$ cat config.mk
export PLATFORM = sky130hd
export DESIGN_NAME = dma_master
export DESIGN_NICKNAME = d
export VERILOG_FILES = /design/src/rtl/dma_master_pkg.sv /design/src/rtl/dma_master_wdog.sv /design/src/rtl/dma_master.sv
export SDC_FILE = /design/constraint.sdc
export NUM_CORES = 1
export LEC_CHECK = 0
export CORE_MARGIN = 2
export CORE_UTILIZATION = 45
export CTS_CLUSTER_DIAMETER = 200
export DETAILED_ROUTE_END_ITERATION = 8
export MAX_ROUTING_LAYER = met4
export PLACE_DENSITY_LB_ADDON = 0.1
export SYNTH_ARGS = -nofsm -noshare
export SYNTH_HDL_FRONTEND = slang
export SYNTH_HIERARCHICAL = 1
export SYNTH_SLANG_ARGS = --single-unit
export TNS_END_PERCENT = 20
$ cat constraint.sdc
create_clock -name clk -period 6.27 [get_ports clk]
set_input_delay 0.627 -clock clk [delete_from_list [all_inputs] [get_ports clk]]
set_output_delay 0.627 -clock clk [all_outputs]
set_load 0.005 [all_outputs]
$ cat src/rtl/dma_master_pkg.sv
// Shared types and constants for the DMA master: bus widths, strobe polarities,
// FSM state encoding and the latched transfer job.
package dma_master_pkg;

    localparam int unsigned ADDR_W          = 30;
    localparam int unsigned DATA_W          = 32;
    localparam int unsigned LEN_W           = 16;
    localparam int unsigned WAIT_W          = 16;
    localparam int unsigned DEF_TIMEOUT_CYC = 255;

    localparam logic READ     = 1'b1;
    localparam logic WRITE    = 1'b0;
    localparam logic ENABLE_  = 1'b0;
    localparam logic DISABLE_ = 1'b1;

    typedef enum logic [2:0] {
        IDLE,
        REQ,
        RD,
        WR,
        DONE
    } dmaState_e;

    // Transfer progress; wrPend remembers which access to retry after a lost grant.
    typedef struct packed {
        logic [ADDR_W-1:0] src;
        logic [ADDR_W-1:0] dst;
        logic [LEN_W-1:0]  cnt;
        logic              wrPend;
    } dmaJob_t;

    function automatic logic [ADDR_W-1:0] addrInc(input logic [ADDR_W-1:0] a);
        return a + ADDR_W'(1);
    endfunction

endpackage

$ cat src/rtl/dma_master_wdog.sv
// Per-access wait counter: counts cycles an access stays pending, clears otherwise.
module dma_master_wdog
    import dma_master_pkg::*;
(
    input  logic              clk,
    input  logic              reset,
    input  logic              run,
    output logic [WAIT_W-1:0] waitCnt
);

    always_ff @(posedge clk or posedge reset) begin
        if (reset) begin
            waitCnt <= '0;
        end else if (run) begin
            waitCnt <= waitCnt + WAIT_W'(1);
        end else begin
            waitCnt <= '0;
        end
    end

endmodule

$ cat src/rtl/dma_master.sv
// DMA master: copies Len words from SrcAddr to DstAddr as alternating read/write
// accesses on the shared bus, retrying on grant loss and aborting on slave timeout.
module dma_master
    import dma_master_pkg::*;
#(
    parameter int unsigned TIMEOUT_CYC = DEF_TIMEOUT_CYC
) (
    input  logic              clk,
    input  logic              reset,
    input  logic              Start,
    input  logic [ADDR_W-1:0] SrcAddr,
    input  logic [ADDR_W-1:0] DstAddr,
    input  logic [LEN_W-1:0]  Len,
    output logic              Busy,
    output logic              Done,
    output logic              Err,
    output logic              BusReq_,
    input  logic              BusGrnt_,
    output logic [ADDR_W-1:0] BusAddr,
    output logic              BusAs_,
    output logic              BusRW,
    output logic [DATA_W-1:0] BusWrData,
    input  logic [DATA_W-1:0] BusRdData,
    input  logic              BusRdy_
);

    dmaState_e         state, stateNxt;
    dmaJob_t           job, jobNxt;
    logic [DATA_W-1:0] rdBuf, rdBufNxt;
    logic              busyNxt, doneNxt, errNxt;
    logic              reqNxt, asNxt, rwNxt;
    logic [ADDR_W-1:0] addrNxt;
    logic [DATA_W-1:0] wrDataNxt;
    logic              launch;
    logic [WAIT_W-1:0] waitCnt;
    logic              timeoutHit;

    // Counter runs only while an access that was already on the bus stays on it.
    dma_master_wdog u_wdog (
        .clk     (clk),
        .reset   (reset),
        .run     ((BusAs_ == ENABLE_) && (asNxt == ENABLE_)),
        .waitCnt (waitCnt)
    );

    assign timeoutHit = (waitCnt == WAIT_W'(TIMEOUT_CYC - 1));

    // Next-state and next-output logic.
    always_comb begin
        stateNxt  = state;
        jobNxt    = job;
        rdBufNxt  = rdBuf;
        busyNxt   = Busy;
        doneNxt   = 1'b0;
        errNxt    = 1'b0;
        reqNxt    = BusReq_;
        asNxt     = BusAs_;
        rwNxt     = BusRW;
        addrNxt   = BusAddr;
        wrDataNxt = BusWrData;
        launch    = 1'b0;

        unique case (state)
            IDLE: begin
                if (Start) begin
                    if (Len != '0) begin
                        jobNxt   = '{src: SrcAddr, dst: DstAddr, cnt: Len, wrPend: 1'b0};
                        busyNxt  = 1'b1;
                        reqNxt   = ENABLE_;
                        stateNxt = REQ;
                    end else begin
                        doneNxt  = 1'b1;
                        stateNxt = DONE;
                    end
                end
            end
            REQ: begin
                if (BusGrnt_ == ENABLE_) begin
                    launch   = 1'b1;
                    stateNxt = job.wrPend ? WR : RD;
                end
            end
            RD, WR: begin
                // BusAs_ high here is the one-cycle gap before the access starts.
                if (BusAs_ == DISABLE_) begin
                    if (BusGrnt_ == ENABLE_) begin
                        launch = 1'b1;
                    end else begin
                        stateNxt = REQ;
                    end
                end else if (BusRdy_ == ENABLE_) begin
                    asNxt = DISABLE_;
                    if (state == RD) begin
                        rdBufNxt      = BusRdData;
                        jobNxt.wrPend = 1'b1;
                        stateNxt      = WR;
                    end else begin
                        jobNxt.src    = addrInc(job.src);
                        jobNxt.dst    = addrInc(job.dst);
                        jobNxt.cnt    = job.cnt - LEN_W'(1);
                        jobNxt.wrPend = 1'b0;
                        if (job.cnt == LEN_W'(1)) begin
                            doneNxt  = 1'b1;
                            reqNxt   = DISABLE_;
                            stateNxt = DONE;
                        end else begin
                            stateNxt = RD;
                        end
                    end
                end else if (BusGrnt_ == DISABLE_) begin
                    asNxt    = DISABLE_;
                    stateNxt = REQ;
                end else if (timeoutHit) begin
                    asNxt      = DISABLE_;
                    reqNxt     = DISABLE_;
                    doneNxt    = 1'b1;
                    errNxt     = 1'b1;
                    jobNxt.cnt = '0;
                    stateNxt   = DONE;
                end
            end
            DONE: begin
                busyNxt  = 1'b0;
                stateNxt = IDLE;
            end
            default: begin
                stateNxt = IDLE;
            end
        endcase

        if (launch) begin
            asNxt   = ENABLE_;
            rwNxt   = job.wrPend ? WRITE : READ;
            addrNxt = job.wrPend ? job.dst : job.src;
            if (job.wrPend) begin
                wrDataNxt = rdBuf;
            end
        end
    end

    always_ff @(posedge clk or posedge reset) begin
        if (reset) begin
            state     <= IDLE;
            job       <= '0;
            rdBuf     <= '0;
            Busy      <= 1'b0;
            Done      <= 1'b0;
            Err       <= 1'b0;
            BusReq_   <= DISABLE_;
            BusAs_    <= DISABLE_;
            BusRW     <= READ;
            BusAddr   <= '0;
            BusWrData <= '0;
        end else begin
            state     <= stateNxt;
            job       <= jobNxt;
            rdBuf     <= rdBufNxt;
            Busy      <= busyNxt;
            Done      <= doneNxt;
            Err       <= errNxt;
            BusReq_   <= reqNxt;
            BusAs_    <= asNxt;
            BusRW     <= rwNxt;
            BusAddr   <= addrNxt;
            BusWrData <= wrDataNxt;
        end
    end

endmodule

==> metrics.md, run 1 <==
| Metric | Value |
|---|---|
| Status | `completed` |
| Final setup fails | `0` |
| FMAX | `315 MHz` |
| DP HPWL | `between 15000 and 20000 um` |
| Hold Crit Class | `reg -> reg` |
| Synth top area share | `47.9%` |
| Multiplexer area fraction after synthesis | `roughly 11%` |
| Layout Utilization | `a little under three fifths` |
| GP Congestion | `~0.9` |
| Hold Buf Count CTS | `0` |
| Complex-gate fraction of the synthesized area | `19.5%` |
| Die area | `0.0236 mm2` |
| Fin crit share | `just over 50%` |
| Drt via density | `5.83` |
| Post-CTS setup buffer count | `0` |
| Worst-path fanout max | `48` |
| WP data required | `~6.6 ns` |
| Remaining Overflow, GRT | `0` |
| Cell Rows | `54` |
| Iter 0 DRT Violations | `573` |
| Post-DRT Antenna Nets | `0` |
| GRT Overall Usage | `a little under a quarter` |
| Synthesized flop and latch total | `about 200` |
| Synthesized Nets | `around 1100` |
| Seq/Total Area, Yosys | `about half` |
| Starting Density | `46.0%` |
| Setup TNS | `0 ns` |
| CP max stage delay | `~1.0 ns` |
| Worst reg2reg startpoint | `state[1]` |
| Slew Limit Fails | `0` |
| Avg WL per Cell | `about 18 um` |
| Worst Hold Launch | `BusAddr[14]` |
| Pin count of the biggest net entering global routing | `between 100 and 150` |
| Reported max-cap violation count | `0` |
| Number of distinct library cells after synthesis | `between 70 and 80` |
| CTS sink cnt | `between 150 and 200` |
| # DRC | `0` |
| Area leader, netlist | `dfrtp_1` |
| Number of global-route vias before repair | `about 8000` |
| H-tree levels | `4` |
| Peak VDD IR | `a little under 0.2 mV` |
| Simple-gate portion of the synthesized area | `between 15 and 20%` |
| Buffers on Ports | `between 150 and 200` |
| Core ar. | `0.0219 mm2` |
| Max-slew headroom | `22.5%` |
| Number of flops mapped to enable cells by yosys | `0` |
| Worst Setup Path Type | `reg -> reg` |
| Num CTS Buffers | `17` |
| Hold depth | `2` |
| P&R area growth vs syn | `25.0%` |
| CP bufs+invs | `0` |
| CP startpoint kind | `register` |
| Initial antenna violation count | `1` |
| Synthesized area | `around 0.010 mm2` |
| CP top delay family | `simple AND/OR/NAND/NOR gates` |
| Maximum root-to-sink buffer count | `2` |
| Least-Margin Pin Slew | `1.16 ns` |
| Vias after detailed routing | `8430` |
| Max stage delay cell, worst path | `nor2b_4` |
| Fin. Hold Viols | `0` |
| Clock Skews | `0.0168 ns` |
| Pwr dens | `468 mW/mm2` |
| Worst hold endpoint | `BusAddr[14]` |
| CP Launch Point | `state[1]` |
| Die Width | `154 um` |
| Clock transition at path regs | `roughly 0.080 ns` |
| Reg2Reg Depth | `5` |
| Post-synthesis async set-or-reset flop share | `100%` |
| Die Y | `154 um` |
| Top FF cell, synth | `dfrtp_1` |
| CTS tree | `yes` |
| Static Leak | `5.03 nW` |
| R2r setup slk | `~3.1 ns` |
| Synth warn | `6` |
| Routed WL | `about 26000 um` |
| Post_cts resized | `0` |
| Drt pass-1 iters | `5` |
| Cells after Synth | `slightly above 1000` |
| Layout cell share with drive strength beyond 1 | `about an eighth` |
| Nets | `about 1300` |
| Final min period | `between 3 and 4 ns` |
| Worst endpoint data arrival time | `~3.6 ns` |
| Reg-to-reg critical path endpoint | `job[9]` |
| Crit-path cells | `nor2b_4, nand2_1, o31a_1, nor3_1, o22a_1` |
| Clock Latency Late Sink | `between 0.4 and 0.5 ns` |
| # IOs | `181` |
| Critical Path Stages | `5` |
| Syn avg cell area | `9.97 um2` |
| Synth area leaders | `dfrtp_1 (48%), mux2_2 (6.7%), o21ai_0 (4.1%)` |
| Endpoint class of the critical path | `register` |
| Synth Area in Adders | `0.621%` |
| Largest family of logic cells by synthesized area | `compound AO/OA/AOI/OAI gates` |
| Root Driver | `clkbuf_16` |
| FILL cells | `1930` |
| RSZ-0062 raised after global routing | `no` |
| First-pass GRT wire length | `about 43000 um` |
| Xor/xnor share of the synthesized area | `less than 1%` |
==> state kept, by name (all words and copies together), names as in the netlist <==
name            flops
Done                1
BusAs_              1
state               3
BusReq_             1
BusWrData          32
u_wdog/waitCnt     16
Err                 1
BusAddr            30
job                77
Busy                1
BusRW               1
rdBuf              32
==> cell usage in the layout, fill, tap and decap left out, types with 15 or more instances in the layout <==
cell type / count
nand3_1: 37
nor2_1: 59
clkbuf_16: 17
o31ai_1: 16
a2bb2oi_1: 19
o21ai_0: 83
nand2_1: 88
a21oi_1: 77
mux2i_1: 35
nand4_1: 19
clkdlybuf4s50_1: 180
dfrtp_1: 192
mux2_2: 60
inv_1: 20
o22ai_1: 25
nor4_1: 17
nor3_1: 15
==> cells in the mapped netlist, types with 12 or more instances <==
library cell	instances
inv_1	21
mux2_2	60
dfrtp_1	193
buf_2	26
mux2i_1	35
nand4_1	19
nor3_1	15
o21ai_0	83
a31oi_1	14
o22a_1	12
a21oi_1	77
a2bb2oi_1	19
nor4_1	17
nor2_1	59
clkbuf_1	33
o22ai_1	25
nand3_1	37
nand2_1	88
o31ai_1	16
==> power breakdown <==
part | total (mW) | switching (mW) | internal, mW
Clock | 1.12 | 0.572 | 0.545
Combinational | 2.42 | 1.23 | 1.19
Sequential | 2.36 | 0.533 | 1.82
Total | 5.89 | 2.34 | 3.56
==> worst max-delay path by stage <==
stage	to
floorplan	BusAddr[0]
global placement	job[1]
detailed placement	job[10]
CTS	Done
global route	Done
finish	job[9]
==> layout make-up <==
cell class,count,area [um2],share of cell area [%]
Inverter,22,90.1,0.715
Tap cell,280,350,2.78
Sequential cell,196,4910,39.0
Multi-Input combinational cell,723,4760,37.8
Antenna cell,2,5.00,0.0397
Timing Repair Buffer,190,1880,14.9
Clock inverter,15,181,1.44
Clock buffer,17,425,3.38
==> through the flow <==
step	total power [mW]	setup WS, ns	cell area [um2]	std cells	hold WS [ns]
6_report	5.89	3.09	12600	1445	0.484
5_1_grt	6.33	2.83	12600	1444	0.507
4_1_cts	5.91	3.15	12600	1443	0.489
3_5_place_dp	4.79	2.75	12000	1411	0.469
3_3_place_gp	4.75	2.85	12000	1411	0.457
2_1_floorplan	3.88	0.761	10100	1011	0.452
==> tightest hold or removal path, stage by stage, from the launching register on <==
cell     delay, ns
dfrtp_1       0.35
nand2_1       0.04
o21ai_0       0.06
==> logic make-up (layout without fill, tap and decap cells) <==
kind of cell,count (synthesis),count (layout)
other,0,2
multiplexers,100,100
AND/OR/NAND/NOR,305,305
flip-flops,196,196
XOR/XNOR,3,3
buffers and inverters,92,244
adder cells (fa/ha/maj),5,5
AO/OA/AOI/OAI,310,310
==> metal layers <==
layer | track usage [%] | vias to the layer above | part of all wire (%)
li1 | - | 4052 | -
met1 | 32.9 | 4081 | 47
met2 | 35.0 | 275 | 47
met3 | 3.97 | 22 | 5.8
met4 | 4.89 | 0 | 0.82
met5 | - | - | 0
Power figures use the tool's default switching activity.
==> run 2, diff against run 1 <==
==> constraint.sdc (replaced) <==
create_clock -name clk -period 2.93 [get_ports clk]
set_input_delay 0.293 -clock clk [delete_from_list [all_inputs] [get_ports clk]]
set_output_delay 0.293 -clock clk [all_outputs]
set_load 0.005 [all_outputs]
==> metrics.md, run 2 (synthesis gave the netlist of run 1 again) <==
| Metric | Value |
|---|---|
| Setup TNS | `0 ns (unchanged)` |
| Peak VDD IR | `0.515 mV (+160%)` |
| Max FFs per register | `77 (unchanged)` |
| Drt via density | `5.80 (-0.56%)` |
| Vias after detailed routing | `8481 (+0.60%)` |
| CTS tree | `yes` |
| CP top delay family | `simple AND/OR/NAND/NOR gates` |
| Fin crit share | `77.1% (+26 points)` |
| Most common cell after layout, fill and taps aside | `dfrtp_1` |
| CP startpoint kind | `register` |
| Layout cell share with drive strength beyond 1 | `13.5% (+1.3 points)` |
| Post-DRT Antenna Nets | `0 (unchanged)` |
| Max-slew headroom | `37.8% (+15 points)` |
| CTS sink cnt | `196 (unchanged)` |
| Post-CTS setup buffer count | `0 (unchanged)` |
| DP HPWL | `18300 um (+2.5%)` |
| FILL cells | `1904 (-1.3%)` |
| Die Y | `154 um (unchanged)` |
| Hold Crit Class | `in -> async` |
| WP data required | `3.25 ns (-3.39 ns)` |
| Num CTS Buffers | `17 (unchanged)` |
| Die area | `0.0236 mm2 (unchanged)` |
| DP Worst Slack | `0.451 ns (-2.30 ns)` |
| Pin count of the biggest net entering global routing | `120 (-13%)` |
| CP bufs+invs | `0 (unchanged)` |
| Post_cts resized | `0 (unchanged)` |
| Nets | `1286 (+1.4%)` |
| Clock transition at path regs | `0.08 ns (about the same)` |
| Critical Path Stages | `6 (+1)` |
| Pwr dens | `996 mW/mm2 (+110%)` |
| Maximum root-to-sink buffer count | `2 (unchanged)` |
| Most frequent cells in the layout | `dfrtp_1 (192), clkdlybuf4s50_1 (180), nand2_1 (88)` |
| # DRC | `0 (unchanged)` |
| Iter 0 DRT Violations | `541 (-5.6%)` |
| Starting Density | `46.0% (unchanged)` |
| Max stage delay cell, worst path | `nor4_2` |
| Endpoint class of the critical path | `register` |
| Clock Latency Late Sink | `0.43 ns (about the same)` |
| Core ar. | `0.0219 mm2 (unchanged)` |
| Final setup fails | `0 (unchanged)` |
| Buffers on Ports | `180 (unchanged)` |
| Crit-path cells | `ha_1, nand4_1, nor4_2, nand3_1, o21a_1, a211oi_1` |
| Cell Rows | `54 (unchanged)` |
| Clock Skews | `0.0155 ns (-0.00130 ns)` |
| Number of global-route vias before repair | `8240 (+3.5%)` |
| Worst endpoint data arrival time | `2.58 ns (-0.97 ns)` |
| Final min period | `2.26 ns (-0.920 ns)` |
| Worst-path fanout max | `6 (-88%)` |
| FMAX | `443 MHz (+41%)` |
| Slew Limit Fails | `0 (unchanged)` |
| Initial antenna violation count | `1 (unchanged)` |
| Least-Margin Pin Slew | `0.931 ns (-0.230 ns)` |
| Final worst slack | `0.672 ns (-2.42 ns)` |
| CP max stage delay | `0.53 ns (-0.48 ns)` |
| Root Driver | `clkbuf_16` |
| GRT Overall Usage | `23.3% (+0.20 points)` |
| Routed WL | `26400 um (+0.72%)` |
| Die Width | `154 um (unchanged)` |
| Drt pass-1 iters | `5 (unchanged)` |
| Largest regs | `job x77, BusWrData x32, rdBuf x32` |
| Reported max-cap violation count | `0 (unchanged)` |
| Avg WL per Cell | `18.1 um (-0.45%)` |
| Hold Buf Count CTS | `0 (unchanged)` |
| RSZ-0062 raised after global routing | `no` |
| Static Leak | `5.15 nW (+2.4%)` |
| Status | `completed` |
| Reg2Reg Depth | `6 (+1)` |
| Largest Register | `job` |
| GP Congestion | `0.865 (-4.2%)` |
| First-pass GRT wire length | `43300 um (+0.70%)` |
| Fin. Hold Viols | `0 (unchanged)` |
| P&R area growth vs syn | `27.3%` |
| Worst Setup Path Type | `reg -> reg` |
| WHS | `0.319 ns (-0.165 ns)` |
| H-tree levels | `4 (unchanged)` |
| # IOs | `181 (unchanged)` |
| Remaining Overflow, GRT | `0 (unchanged)` |
run 2: cell count changes in the layout (fill, tap and decap cells not counted):
cell        change
diode_2         -1
buf_12          +9
clkinv_4        -1
clkinvlp_4      +3
buf_4           +9
clkbuf_8        +1
clkinv_2        +1
inv_6           -3
bufinv_16       +1
inv_8           +2
clkinv_8        -2
inv_12          -2
run 2: cell type report:
| cell class | instances | area [um2] | area share (%) |
|---|---|---|---|
| antenna | 1 | 2.50 | 0.0195 |
| clock buffer | 18 | 439 | 3.42 |
| clock inverter | 14 | 165 | 1.29 |
| inverter | 22 | 86.3 | 0.673 |
| multi-input combinational | 723 | 4760 | 37.1 |
| sequential | 196 | 4910 | 38.3 |
| tap | 280 | 350 | 2.73 |
| timing repair buffer | 208 | 2120 | 16.6 |
run 2: power breakdown:
part | internal [mW] | total (mW) | switching, mW
sequential | 3.91 | 4.96 | 1.06
clock | 1.24 | 2.38 | 1.14
combinational | 2.68 | 5.44 | 2.76
total | 7.83 | 12.8 | 4.96
run 2: worst register-to-register path, delay by kind of cell (launching register included):
kind,cells,cell delay (ns)
AOI/OAI and AO/OA,2,0.43
adders and majority gates,1,0.25
DFF,1,0.41
and+or+nand+nor,3,1.07
run 2: path summary, 6_finish.rpt:
check / startpoint / to / slack (ns)
setup / recovery: job[17] / job[45] / 0.67
hold / removal: reset / u_wdog/waitCnt[9] / 0.32
setup reg to reg: job[17] / job[45] / 0.67
hold reg to reg: rdBuf[4] / BusWrData[4] / 0.48
max in group asynchronous: reset / BusRW / 1.81
min in group clk: SrcAddr[0] / job[47] / 0.44
run 2: stage by stage:
stage	std cells	utilization [%]	area (um2)	power, mW
2_1_floorplan	1011	-	10100	8.31
3_3_place_gp	1429	55.9	12200	10.3
3_5_place_dp	1429	55.9	12200	10.5
4_1_cts	1461	58.6	12800	12.9
5_1_grt	1462	58.6	12800	13.7
6_report	1462	58.6	12800	12.8
run 2: metal layers:
metal  vias to the layer above  part of all wire [%]  GRT usage, %
met1                      4116                    45          31.4
met4                         0                   2.1          7.12
met3                        35                   5.3          4.40
li1                       4089                     -             -
met5                         -                     0             -
met2                       241                    47          35.9
